`src/rtl/hls_chn_o_mc_wait_ctrl_if.sv`:
```
// Core-side and downstream-side signal bundle for the multi-channel chn_o wait controller.
// The slave modport is the controller's view; the master modport is the core/downstream view.
interface hls_chn_o_mc_wait_ctrl_if #(
    parameter int NUM_CH = 2,
    parameter int DATA_W = 32,
    parameter int DEPTH  = 2
);
    localparam int OCC_W = $clog2(DEPTH + 1);

    logic                      core_wen;
    logic                      core_wten;
    logic [NUM_CH-1:0]         chn_o_iswt;
    logic [NUM_CH*DATA_W-1:0]  chn_o_idat;
    logic [NUM_CH-1:0]         chn_o_ld_core_sct;
    logic                      chn_o_stall;
    logic [NUM_CH-1:0]         chn_o_vld;
    logic [NUM_CH-1:0]         chn_o_rdy;
    logic [NUM_CH*DATA_W-1:0]  chn_o_dat;
    logic [NUM_CH*OCC_W-1:0]   chn_o_occ;

    modport slave (
        input  core_wen, core_wten, chn_o_iswt, chn_o_idat, chn_o_rdy,
        output chn_o_ld_core_sct, chn_o_stall, chn_o_vld, chn_o_dat, chn_o_occ
    );

    modport master (
        output core_wen, core_wten, chn_o_iswt, chn_o_idat, chn_o_rdy,
        input  chn_o_ld_core_sct, chn_o_stall, chn_o_vld, chn_o_dat, chn_o_occ
    );
endinterface

```
`src/rtl/hls_chn_o_mc_wait_ctrl.sv`:
```
// Multi-channel chn_o wait controller: per-channel DEPTH-entry skid FIFOs with all-or-nothing core commit.
// Optional macro HLS_CHN_O_STALL_CNT_EN adds a saturating 16-bit stall-cycle counter output.
module hls_chn_o_mc_wait_ctrl #(
    parameter int NUM_CH = 2,
    parameter int DATA_W = 32,
    parameter int DEPTH  = 2
) (
    input  logic                       nvdla_core_clk,
    input  logic                       nvdla_core_rstn,
`ifdef HLS_CHN_O_STALL_CNT_EN
    output logic [15:0]                chn_o_stall_cnt,
`endif
    hls_chn_o_mc_wait_ctrl_if.slave    io
);
    localparam int OCC_W = $clog2(DEPTH + 1);
    localparam int PTR_W = $clog2(DEPTH);
    localparam logic [OCC_W-1:0] OCC_FULL = OCC_W'(DEPTH);

    logic [DATA_W-1:0] mem_q  [NUM_CH][DEPTH];
    logic [DATA_W-1:0] mem_d  [NUM_CH][DEPTH];
    logic [PTR_W-1:0]  head_q [NUM_CH];
    logic [PTR_W-1:0]  head_d [NUM_CH];
    logic [PTR_W-1:0]  tail_q [NUM_CH];
    logic [PTR_W-1:0]  tail_d [NUM_CH];
    logic [OCC_W-1:0]  occ_q  [NUM_CH];
    logic [OCC_W-1:0]  occ_d  [NUM_CH];

    logic [NUM_CH-1:0] req;
    logic [NUM_CH-1:0] pop;
    logic [NUM_CH-1:0] blk;
    logic [NUM_CH-1:0] ld;
    logic              stall;

    // A full channel is only blocking if it is not draining this same cycle.
    always_comb begin
        req = '0;
        pop = '0;
        blk = '0;
        for (int i = 0; i < NUM_CH; i++) begin
            req[i] = io.chn_o_iswt[i] & io.core_wen & ~io.core_wten;
            pop[i] = (occ_q[i] != '0) & io.chn_o_rdy[i];
            blk[i] = req[i] & (occ_q[i] == OCC_FULL) & ~pop[i];
        end
        stall = |blk;
        ld    = req & {NUM_CH{~stall}};
    end

    always_comb begin
        mem_d  = mem_q;
        head_d = head_q;
        tail_d = tail_q;
        occ_d  = occ_q;
        for (int i = 0; i < NUM_CH; i++) begin
            if (ld[i]) begin
                mem_d[i][tail_q[i]] = io.chn_o_idat[i*DATA_W +: DATA_W];
                tail_d[i]           = tail_q[i] + PTR_W'(1);
            end
            if (pop[i]) begin
                head_d[i] = head_q[i] + PTR_W'(1);
            end
            case ({ld[i], pop[i]})
                2'b10:   occ_d[i] = occ_q[i] + OCC_W'(1);
                2'b01:   occ_d[i] = occ_q[i] - OCC_W'(1);
                default: occ_d[i] = occ_q[i];
            endcase
        end
    end

    always_ff @(posedge nvdla_core_clk or negedge nvdla_core_rstn) begin
        if (!nvdla_core_rstn) begin
            for (int i = 0; i < NUM_CH; i++) begin
                for (int j = 0; j < DEPTH; j++) begin
                    mem_q[i][j] <= '0;
                end
                head_q[i] <= '0;
                tail_q[i] <= '0;
                occ_q[i]  <= '0;
            end
        end else begin
            mem_q  <= mem_d;
            head_q <= head_d;
            tail_q <= tail_d;
            occ_q  <= occ_d;
        end
    end

    // Downstream side sees only registered state: no idat-to-dat bypass.
    always_comb begin
        io.chn_o_stall       = stall;
        io.chn_o_ld_core_sct = ld;
        io.chn_o_vld         = '0;
        io.chn_o_dat         = '0;
        io.chn_o_occ         = '0;
        for (int i = 0; i < NUM_CH; i++) begin
            io.chn_o_vld[i]                   = (occ_q[i] != '0);
            io.chn_o_dat[i*DATA_W +: DATA_W]  = mem_q[i][head_q[i]];
            io.chn_o_occ[i*OCC_W +: OCC_W]    = occ_q[i];
        end
    end

`ifdef HLS_CHN_O_STALL_CNT_EN
    logic [15:0] stall_cnt_q;
    logic [15:0] stall_cnt_d;

    always_comb begin
        stall_cnt_d = stall_cnt_q;
        if (stall && (stall_cnt_q != 16'hFFFF)) begin
            stall_cnt_d = stall_cnt_q + 16'd1;
        end
    end

    always_ff @(posedge nvdla_core_clk or negedge nvdla_core_rstn) begin
        if (!nvdla_core_rstn) begin
            stall_cnt_q <= '0;
        end else begin
            stall_cnt_q <= stall_cnt_d;
        end
    end

    assign chn_o_stall_cnt = stall_cnt_q;
`endif
endmodule

```
`src/flat_wrapper.sv`:
```
// flat-port wrapper written by rule: the top's interface ports become plain ports
module hls_chn_o_mc_wait_ctrl_flat 
#(
    parameter int NUM_CH = 2,
    parameter int DATA_W = 32,
    parameter int DEPTH  = 2
)
  (nvdla_core_clk, nvdla_core_rstn, io_core_wen, io_core_wten, io_chn_o_iswt, io_chn_o_idat, io_chn_o_rdy, io_chn_o_ld_core_sct, io_chn_o_stall, io_chn_o_vld, io_chn_o_dat, io_chn_o_occ);
  hls_chn_o_mc_wait_ctrl_if #(.NUM_CH(NUM_CH), .DATA_W(DATA_W), .DEPTH(DEPTH)) io_i ();
  input  logic nvdla_core_clk;
  input  logic nvdla_core_rstn;
  input wire logic [$bits(io_i.core_wen)-1:0] io_core_wen;
  input wire logic [$bits(io_i.core_wten)-1:0] io_core_wten;
  input wire logic [$bits(io_i.chn_o_iswt)-1:0] io_chn_o_iswt;
  input wire logic [$bits(io_i.chn_o_idat)-1:0] io_chn_o_idat;
  input wire logic [$bits(io_i.chn_o_rdy)-1:0] io_chn_o_rdy;
  output wire logic [$bits(io_i.chn_o_ld_core_sct)-1:0] io_chn_o_ld_core_sct;
  output wire logic [$bits(io_i.chn_o_stall)-1:0] io_chn_o_stall;
  output wire logic [$bits(io_i.chn_o_vld)-1:0] io_chn_o_vld;
  output wire logic [$bits(io_i.chn_o_dat)-1:0] io_chn_o_dat;
  output wire logic [$bits(io_i.chn_o_occ)-1:0] io_chn_o_occ;
  assign io_i.core_wen = io_core_wen;
  assign io_i.core_wten = io_core_wten;
  assign io_i.chn_o_iswt = io_chn_o_iswt;
  assign io_i.chn_o_idat = io_chn_o_idat;
  assign io_i.chn_o_rdy = io_chn_o_rdy;
  assign io_chn_o_ld_core_sct = io_i.chn_o_ld_core_sct;
  assign io_chn_o_stall = io_i.chn_o_stall;
  assign io_chn_o_vld = io_i.chn_o_vld;
  assign io_chn_o_dat = io_i.chn_o_dat;
  assign io_chn_o_occ = io_i.chn_o_occ;
  hls_chn_o_mc_wait_ctrl #(.NUM_CH(NUM_CH), .DATA_W(DATA_W), .DEPTH(DEPTH)) u_core (.nvdla_core_clk(nvdla_core_clk), .nvdla_core_rstn(nvdla_core_rstn), .io(io_i));
endmodule
```
`config.mk`:
```
export PLATFORM = sky130hd
export DESIGN_NAME = hls_chn_o_mc_wait_ctrl_flat
export DESIGN_NICKNAME = d
export VERILOG_FILES = /design/src/rtl/hls_chn_o_mc_wait_ctrl_if.sv /design/src/rtl/hls_chn_o_mc_wait_ctrl.sv /design/src/flat_wrapper.sv
export SDC_FILE = /design/constraint.sdc
export NUM_CORES = 1
export LEC_CHECK = 0
export BUFFER_PORTS_ARGS = -buffer_cell sky130_fd_sc_hd__buf_2
export CORE_UTILIZATION = 40
export DETAILED_ROUTE_END_ITERATION = 8
export GPL_ROUTABILITY_DRIVEN = 0
export HOLD_SLACK_MARGIN = 0.12
export PLACE_DENSITY = 0.6
export SKIP_LAST_GASP = 1
export SYNTH_ARGS = -nofsm -noshare
export SYNTH_HDL_FRONTEND = slang
export SYNTH_SLANG_ARGS = --single-unit
```
`constraint.sdc`:
```
create_clock -name nvdla_core_clk -period 5.3 [get_ports nvdla_core_clk]
set_clock_uncertainty 0.15 [all_clocks]
set_input_delay 0.265 -clock nvdla_core_clk [delete_from_list [all_inputs] [get_ports nvdla_core_clk]]
set_output_delay 0.265 -clock nvdla_core_clk [all_outputs]
set_load 0.02 [all_outputs]
```
==> results.sh, run 1 <==
export IMPL_grt_max_degree=74
export IMPL_maxCapViolations=0
export IMPL_leakage_uw=0.003884
export IMPL_yosysSeqAreaShare_pct=54.13
export IMPL_clk_pin_slew_worst_paths_ns=0.06
export IMPL_viasPerCell=4.722
export IMPL_hold_class="in -> async"
export IMPL_grt_usage_pct=17.03
export IMPL_fin_crit_sh_pct=48.94
export IMPL_cts_tree="done"
export IMPL_worstSetupPathType="in -> reg"
export IMPL_synth_distinct_cells=21
export IMPL_worst_pin_slew_ns=1.166
export IMPL_first_pass_iters=5
export IMPL_startpoint_type="primary input"
export IMPL_ir_worst_vdd_uv=378.8
export IMPL_path_max_fanout=32
export IMPL_postRouteWirelength_um=12880
export IMPL_cts_buffer_depth=2
export IMPL_rsz0062_at_grt="no"
export IMPL_final_layout_size_suffix_gt1_share_pct=61.76
export IMPL_area_delta_synth_final_pct=33.67
export IMPL_post_cts_buffers=0
export IMPL_die_area_sq_um=16220
export IMPL_ioPinCount=145
export IMPL_drcViolationCount=0
export IMPL_cts_resized=0
export IMPL_dpl_hpwl_um=7960
export IMPL_finalCriticalPeriod_ns=2.594
export IMPL_placed_area_sq_um=7158
export IMPL_wl_per_cell_um=15.65
export IMPL_clock_sinks=136
export IMPL_synth_top_cell_by_area="dfrtp_1"
export IMPL_cts_max_level=4
export IMPL_slew_headroom_pct=22.27
export IMPL_maxSlewViolCount=0
export IMPL_root_buffer="clkbuf_16"
export IMPL_std_cell_rows=45
export IMPL_rr_startpoint="u_core.io.chn_o_occ[2]"
export IMPL_via_count=3886
export IMPL_antenna_cells=0
export IMPL_tns_ns=0
export IMPL_core_area_sq_um=15260
export IMPL_post_route_util_pct=55.08
export IMPL_fin_area_sq_um=8404
export IMPL_hold_worst_slack_ns=0.2446
export IMPL_synth_cells=383
export IMPL_crit_required_ns=5.44
export IMPL_fillers=1254
export IMPL_layout_common_cells="buf_2, mux2_2, dfrtp_1"
export IMPL_syn_avg_cell_area_sq_um=16.42
export IMPL_mostFrequentLayoutCell="buf_2"
export IMPL_slowest_delay_ns=0.94
export IMPL_outcome="complete, no violations"
export IMPL_grt_pass1_vias=4304
export IMPL_yosys_warnings=0
export IMPL_hold_viol=0
export IMPL_setup_viol=0
export IMPL_start_util_pct=41.21
export IMPL_synth_top_area_share_pct=54.13
export IMPL_synth_area_top_cells="dfrtp_1, mux2_2, mux2_4"
export IMPL_port_buffers=144
export IMPL_grt_overflow=0
export IMPL_rrSetupSlack_ns=2.73
export IMPL_fmax_mhz=385.6
export IMPL_crit_chain="dlygate4sd3_1, buf_2, or3b_4, o2111ai_4, mux2_2"
export IMPL_grt_pass1_wl_um=21250
export IMPL_ys_seq_elements=136
export IMPL_worst_path_buf_inv=2
export IMPL_cp_end_kind="flop"
export IMPL_cp_top_family="compound AO/OA/AOI/OAI gates"
export IMPL_hold_buffers=67
export IMPL_clk_latency_ns=0.41
export IMPL_fin_nets=673
export IMPL_timing_rr_end="u_core.mem_q[66]"
export IMPL_syn_cell_area_sq_um=6287
export IMPL_drt_iter0_drc=58
export IMPL_fp_dieH_um=127.4
export IMPL_synth_nets=457
export IMPL_worstPathArrival_ns=2.74
export IMPL_reg2reg_depth=3
export IMPL_numCtsBuffers=17
export IMPL_die_w_um=127.4
export IMPL_antenna_found_initial=0
export IMPL_slowest_stage="o2111ai_4"
export IMPL_ant_nets=0
export IMPL_p_per_area_nw_per_um2=634.5
[cells in the mapped netlist]
master	number
and2_1	2
xor2_1	6
nor3b_2	2
a211oi_1	2
nand3b_1	2
inv_1	2
and3b_4	2
o22ai_1	1
dfrtp_1	136
mux2_4	50
nor2_1	2
o2111ai_4	2
xnor2_1	4
buf_6	12
clkbuf_1	8
or3b_4	2
a2111oi_4	2
ha_1	2
mux2_2	137
mux2_1	5
or2_2	2
[cell families (layout without fill, tap and decap cells)]
kind of cell    Yosys count  count (layout)  share of synthesized area [%]
simple gates             14              14                          1.910
buf+inv                  22             251                          2.746
fa+ha+maj                 2               2                         0.3979
mux                     192             192                          37.37
compound gates            7               7                          2.050
xor+xnor                 10              10                          1.393
flops                   136             136                          54.13
[stage by stage]
stage	worst slack, ns	total power, uW	cells
2_1_floorplan	2.937	3527	383
3_3_place_gp	2.714	4102	724
3_5_place_dp	2.712	4171	724
4_1_cts	2.697	5394	823
5_1_grt	2.583	5642	823
6_report	2.706	5332	823
[power by group]
| group | switching [uW] | internal, uW |
|---|---|---|
| sequential | 283 | 1560 |
| clock | 427 | 725 |
| combinational | 1130 | 1210 |
| total | 1840 | 3500 |
[cell type report]
class / instances / area (sq um) / area share, %
clock buffers: 23 / 478.0 / 5.687
clock inverters: 9 / 97.59 / 1.161
inverters: 2 / 7.507 / 0.08933
multi-input cells: 225 / 2711 / 32.26
flip-flops and latches: 136 / 3403 / 40.49
well taps: 211 / 264.0 / 3.141
repair buffers: 217 / 1443 / 17.17
[sequential cells by signal (all words and copies together) (netlist names)]
name                 count
u_core.tail_q            2
u_core.mem_q           128
u_core.io.chn_o_occ      4
u_core.head_q            2
[worst max path at each step]
stage	startpoint	to	slack (ns)	cells past startpoint
final	io_chn_o_rdy[1]	u_core.mem_q[66]	2.71	5
after global routing	u_core.io.chn_o_occ[2]	u_core.mem_q[87]	2.58	3
after CTS	u_core.io.chn_o_occ[2]	u_core.mem_q[66]	2.70	3
after detailed placement	u_core.io.chn_o_occ[2]	u_core.mem_q[71]	2.71	3
after global placement	u_core.io.chn_o_occ[2]	u_core.mem_q[68]	2.71	3
after floorplan	u_core.io.chn_o_occ[3]	u_core.io.chn_o_occ[3]	2.94	6
[metal layers]
layer	track usage (%)	wire length, um	up-vias
met5	0	0	-
met4	5.322	115	0
met3	6.784	754	11
met2	27.35	6007	114
met1	21.02	5999	1948
li1	-	-	1813
(Power assumes the default switching activity.)
==> run 2, diff against run 1 <==
clock period = 2.7 ns   (was 5.3 ns; I/O delays follow)
==> results.sh, run 2 (synthesized netlist as in run 1, its figures left out) <==
export IMPL_outcome="complete, no violations"
export IMPL_root_buffer="clkbuf_16"
export IMPL_core_area_sq_um=15260
export IMPL_worst_path_buf_inv=1
export IMPL_p_total_uw=10750
export IMPL_antenna_cells=0
export IMPL_mostFrequentLayoutCell="buf_2"
export IMPL_place_inst=726
export IMPL_cp_end_kind="flop"
export IMPL_largest_reg_flops=128
export IMPL_antenna_found_initial=0
export IMPL_die_area_sq_um=16220
export IMPL_cts_tree="done"
export IMPL_finalCriticalPeriod_ns=2.093
export IMPL_path_depth=6
export IMPL_leakage_uw=0.003942
export IMPL_grt_pass1_vias=4201
export IMPL_postRouteWirelength_um=12720
export IMPL_hold_viol=0
export IMPL_clk_pin_slew_worst_paths_ns=0.05
export IMPL_worstSetupPathType="reg -> reg"
export IMPL_dpl_hpwl_um=7921
export IMPL_stdcell_count=825
export IMPL_slowest_delay_ns=0.49
export IMPL_fin_nets=675
export IMPL_worstPathArrival_ns=2.27
export IMPL_grt_pass1_wl_um=20710
export IMPL_reg2reg_depth=6
export IMPL_ioPinCount=145
export IMPL_maxSlewViolCount=0
export IMPL_fillers=1244
export IMPL_cts_max_level=4
export IMPL_wl_per_cell_um=15.42
export IMPL_setup_viol=0
export IMPL_final_layout_size_suffix_gt1_share_pct=61.56
export IMPL_cts_buffer_depth=2
export IMPL_viasPerCell=4.688
export IMPL_p_per_area_nw_per_um2=1256
export IMPL_fin_crit_sh_pct=77.54
export IMPL_hold_worst_slack_ns=0.1146
export IMPL_tns_ns=0
export IMPL_layout_common_cells="buf_2, mux2_2, dfrtp_1"
export IMPL_via_count=3868
export IMPL_grt_overflow=0
export IMPL_std_cell_rows=45
export IMPL_drcViolationCount=0
export IMPL_hold_class="in -> async"
export IMPL_first_pass_iters=4
export IMPL_start_util_pct=41.21
export IMPL_grt_usage_pct=16.52
export IMPL_multi_input_area_sq_um=2711
export IMPL_crit_required_ns=2.87
export IMPL_path_max_fanout=5
export IMPL_post_cts_buffers=0
export IMPL_area_delta_synth_final_pct=36.12
export IMPL_port_buffers=144
export IMPL_largest_register="u_core.mem_q"
export IMPL_maxCapViolations=0
export IMPL_fp_dieH_um=127.4
export IMPL_crit_chain="nor3b_2, a211oi_1, inv_1, ha_1, nor2_1, xor2_1"
export IMPL_slowest_stage="a211oi_1"
export IMPL_register_area_sq_um=3403
export IMPL_drt_iter0_drc=116
export IMPL_rsz0062_at_grt="no"
export IMPL_slew_headroom_pct=64.15
export IMPL_clk_latency_ns=0.40
export IMPL_post_route_util_pct=56.09
export IMPL_grt_max_degree=64
export IMPL_startpoint_type="flop"
export IMPL_cp_top_family="compound AO/OA/AOI/OAI gates"
export IMPL_clock_sinks=136
export IMPL_fmax_mhz=477.7
export IMPL_numCtsBuffers=17
export IMPL_ir_worst_vdd_uv=778.3
export IMPL_worst_pin_slew_ns=0.5378
export IMPL_die_w_um=127.4
export IMPL_ant_nets=0
[run 2: cell types whose count changed in the layout (fill, tap and decap cells not counted)]
cell       change
bufinv_16      +3
buf_4          -4
clkbuf_8       -1
clkbuf_1       +2
buf_12         +6
clkinv_2       -4
[run 2: worst paths after layout]
path                                          start                     end  slack (ns)
max                          u_core.io.chn_o_occ[1]  u_core.io.chn_o_occ[1]        0.61
min                                 nvdla_core_rstn        u_core.mem_q[74]        0.11
max reg2reg                  u_core.io.chn_o_occ[1]  u_core.io.chn_o_occ[1]        0.61
min reg2reg                        u_core.mem_q[89]        u_core.mem_q[89]        0.34
max in group asynchronous           nvdla_core_rstn        u_core.mem_q[60]        1.52
min in group nvdla_core_clk        io_chn_o_iswt[0]        u_core.tail_q[0]        0.22
[run 2: metrics by stage]
step	instance area (sq um)	setup WS (ns)
after floorplan	6287	0.3372
after global placement	7248	0.6407
after detailed placement	7248	0.5605
after CTS	8558	0.5449
after global routing	8558	0.3620
final	8558	0.6065
[run 2: metal layers]
| layer | vias up | share of wire, % | track usage (%) |
|---|---|---|---|
| met5 | - | 0 | 0 |
| met3 | 9 | 6.2 | 6.449 |
| met4 | 0 | 1.1 | 4.832 |
| li1 | 1806 | - | - |
| met1 | 1945 | 45 | 19.94 |
| met2 | 108 | 48 | 27.32 |
[run 2: report_power, final]
group	internal [uW]	leakage (uW)	switching (uW)
Clock	1690	0.000308	815
Sequential	3070	0.00164	571
Combinational	2410	0.00200	2200
[run 2: final cells by class]
class / count / share of cell area, %
multi-input combinational: 225 / 31.68
clock inverter: 8 / 1.959
timing repair buffer: 219 / 17.91
sequential: 136 / 39.77
clock buffer: 24 / 5.512
inverter: 2 / 0.08772
tap: 211 / 3.085
[run 2: what timing repair did]
action | in CTS | in global routing
hold endpoints to repair | 266 | 0
gates resized for setup | 0 | 0
hold buffers | 67 | 0
==> run 3, diff against run 2 <==
clock period = 2 ns   (was 2.7 ns; I/O delays follow)
==> results.sh, run 3 (synthesized netlist as in run 1, its figures left out) <==
export IMPL_outcome="finished, violations left"
export IMPL_violations="negative setup slack"
export IMPL_postRouteWirelength_um=13850
export IMPL_antenna_found_initial=0
export IMPL_dpl_hpwl_um=8373
export IMPL_slew_headroom_pct=60.22
export IMPL_place_inst=741
export IMPL_wl_per_cell_um=16.37
export IMPL_grt_overflow=0
export IMPL_start_util_pct=41.21
export IMPL_grt_pass1_wl_um=21760
export IMPL_setup_viol=4
export IMPL_hold_class="in -> reg"
export IMPL_antenna_cells=0
export IMPL_cp_end_kind="flop"
export IMPL_largest_register="u_core.mem_q"
export IMPL_ant_nets=0
export IMPL_startpoint_type="flop"
export IMPL_rsz0062_at_grt="yes"
export IMPL_ir_worst_vdd_uv=873.9
export IMPL_core_area_sq_um=15260
export IMPL_tns_ns=-0.003255
export IMPL_std_cell_rows=45
export IMPL_via_count=4020
export IMPL_maxCapViolations=0
export IMPL_hold_viol=0
export IMPL_hold_path_depth=5
export IMPL_clock_sinks=136
export IMPL_largest_reg_flops=128
export IMPL_cts_tree="done"
export IMPL_p_per_area_nw_per_um2=1610
export IMPL_crit_required_ns=2.14
export IMPL_stdcell_count=846
export IMPL_ioPinCount=145
export IMPL_maxSlewViolCount=0
export IMPL_die_area_sq_um=16220
export IMPL_dp_slack_ns=-0.01116
export IMPL_first_pass_iters=6
export IMPL_clk_latency_ns=0.41
export IMPL_fin_nets=699
export IMPL_layout_common_cells="buf_2, dfrtp_1, mux2_2"
export IMPL_die_w_um=127.4
export IMPL_rrSetupSlack_ns=-0.001
export IMPL_multi_input_area_sq_um=2845
export IMPL_worstPathArrival_ns=2.14
export IMPL_path_max_fanout=8
export IMPL_cts_max_level=4
export IMPL_mostFrequentLayoutCell="buf_2"
export IMPL_p_total_uw=14350
export IMPL_grt_max_degree=63
export IMPL_root_buffer="clkbuf_16"
export IMPL_port_buffers=144
export IMPL_register_area_sq_um=3406
export IMPL_numCtsBuffers=17
export IMPL_area_delta_synth_final_pct=41.79
export IMPL_fillers=1215
export IMPL_drt_iter0_drc=61
export IMPL_grt_pass1_vias=4483
export IMPL_finalCriticalPeriod_ns=2.001
export IMPL_worstSetupPathType="reg -> reg"
export IMPL_clk_pin_slew_worst_paths_ns=0.05
export IMPL_drcViolationCount=0
export IMPL_worst_pin_slew_ns=0.5967
export IMPL_fmax_mhz=499.8
export IMPL_reg2reg_depth=5
export IMPL_leakage_uw=0.004193
export IMPL_grt_usage_pct=17.27
export IMPL_cts_buffer_depth=2
export IMPL_fin_crit_sh_pct=100.1
export IMPL_fp_dieH_um=127.4
export IMPL_setup_ws_ns=-0.001001
export IMPL_viasPerCell=4.752
export IMPL_final_layout_size_suffix_gt1_share_pct=63.31
[run 3: where the power goes]
| group | internal, uW | switching, uW |
|---|---|---|
| sequential | 4150 | 746 |
| clock | 1710 | 1040 |
| combinational | 3580 | 3130 |
| total | 9440 | 4910 |
[run 3: final cells by class]
cell class,count,area share [%]
inverter,2,0.08421
timing repair buffer,243,21.08
sequential,136,38.20
clock inverter,4,0.5333
multi-input combinational,225,31.92
tap,211,2.961
clock buffer,25,5.221
[run 3: what timing repair did]
action,4_1_cts,5_1_grt
endpoints found under the setup margin,18,67
gates resized for setup,0,36
pin swaps,1,7
setup buffers,0,2
endpoints found under the hold margin,268,0
hold buffers,68,0
gates cloned,0,6
[run 3: critical path, stage by stage (launching register included)]
cell and delay (ns):
dfrtp_2 0.43, or3b_4 0.42, o2111ai_4 0.23, buf_12 0.16, clkbuf_16 0.16, mux2_2 0.33
[run 3: routing by layer]
metal  global-route usage, %  share of wire (%)
met5                       0                  0
met4                   6.092                1.0
met3                   5.067                5.3
met2                   30.31                 51
met1                   20.04                 43
[run 3: final timing paths]
path,from,endpoint
max,u_core.io.chn_o_occ[0],u_core.mem_q[25]
min,io_chn_o_iswt[1],u_core.tail_q[1]
max reg2reg,u_core.io.chn_o_occ[0],u_core.mem_q[25]
min reg2reg,u_core.mem_q[93],u_core.mem_q[93]
max in group asynchronous,nvdla_core_rstn,u_core.mem_q[4]
min in group asynchronous,nvdla_core_rstn,u_core.mem_q[75]
[run 3: through the flow]
step / util [%] / hold slack (ns) / instance area [sq um]
floorplan: - / -0.3456 / 6327
global placement: 48.67 / -0.02799 / 7426
detailed placement: 48.67 / -0.02177 / 7426
CTS: 56.49 / 0.2397 / 8620
global route: 58.43 / 0.2774 / 8915
finish: 58.43 / 0.2537 / 8915
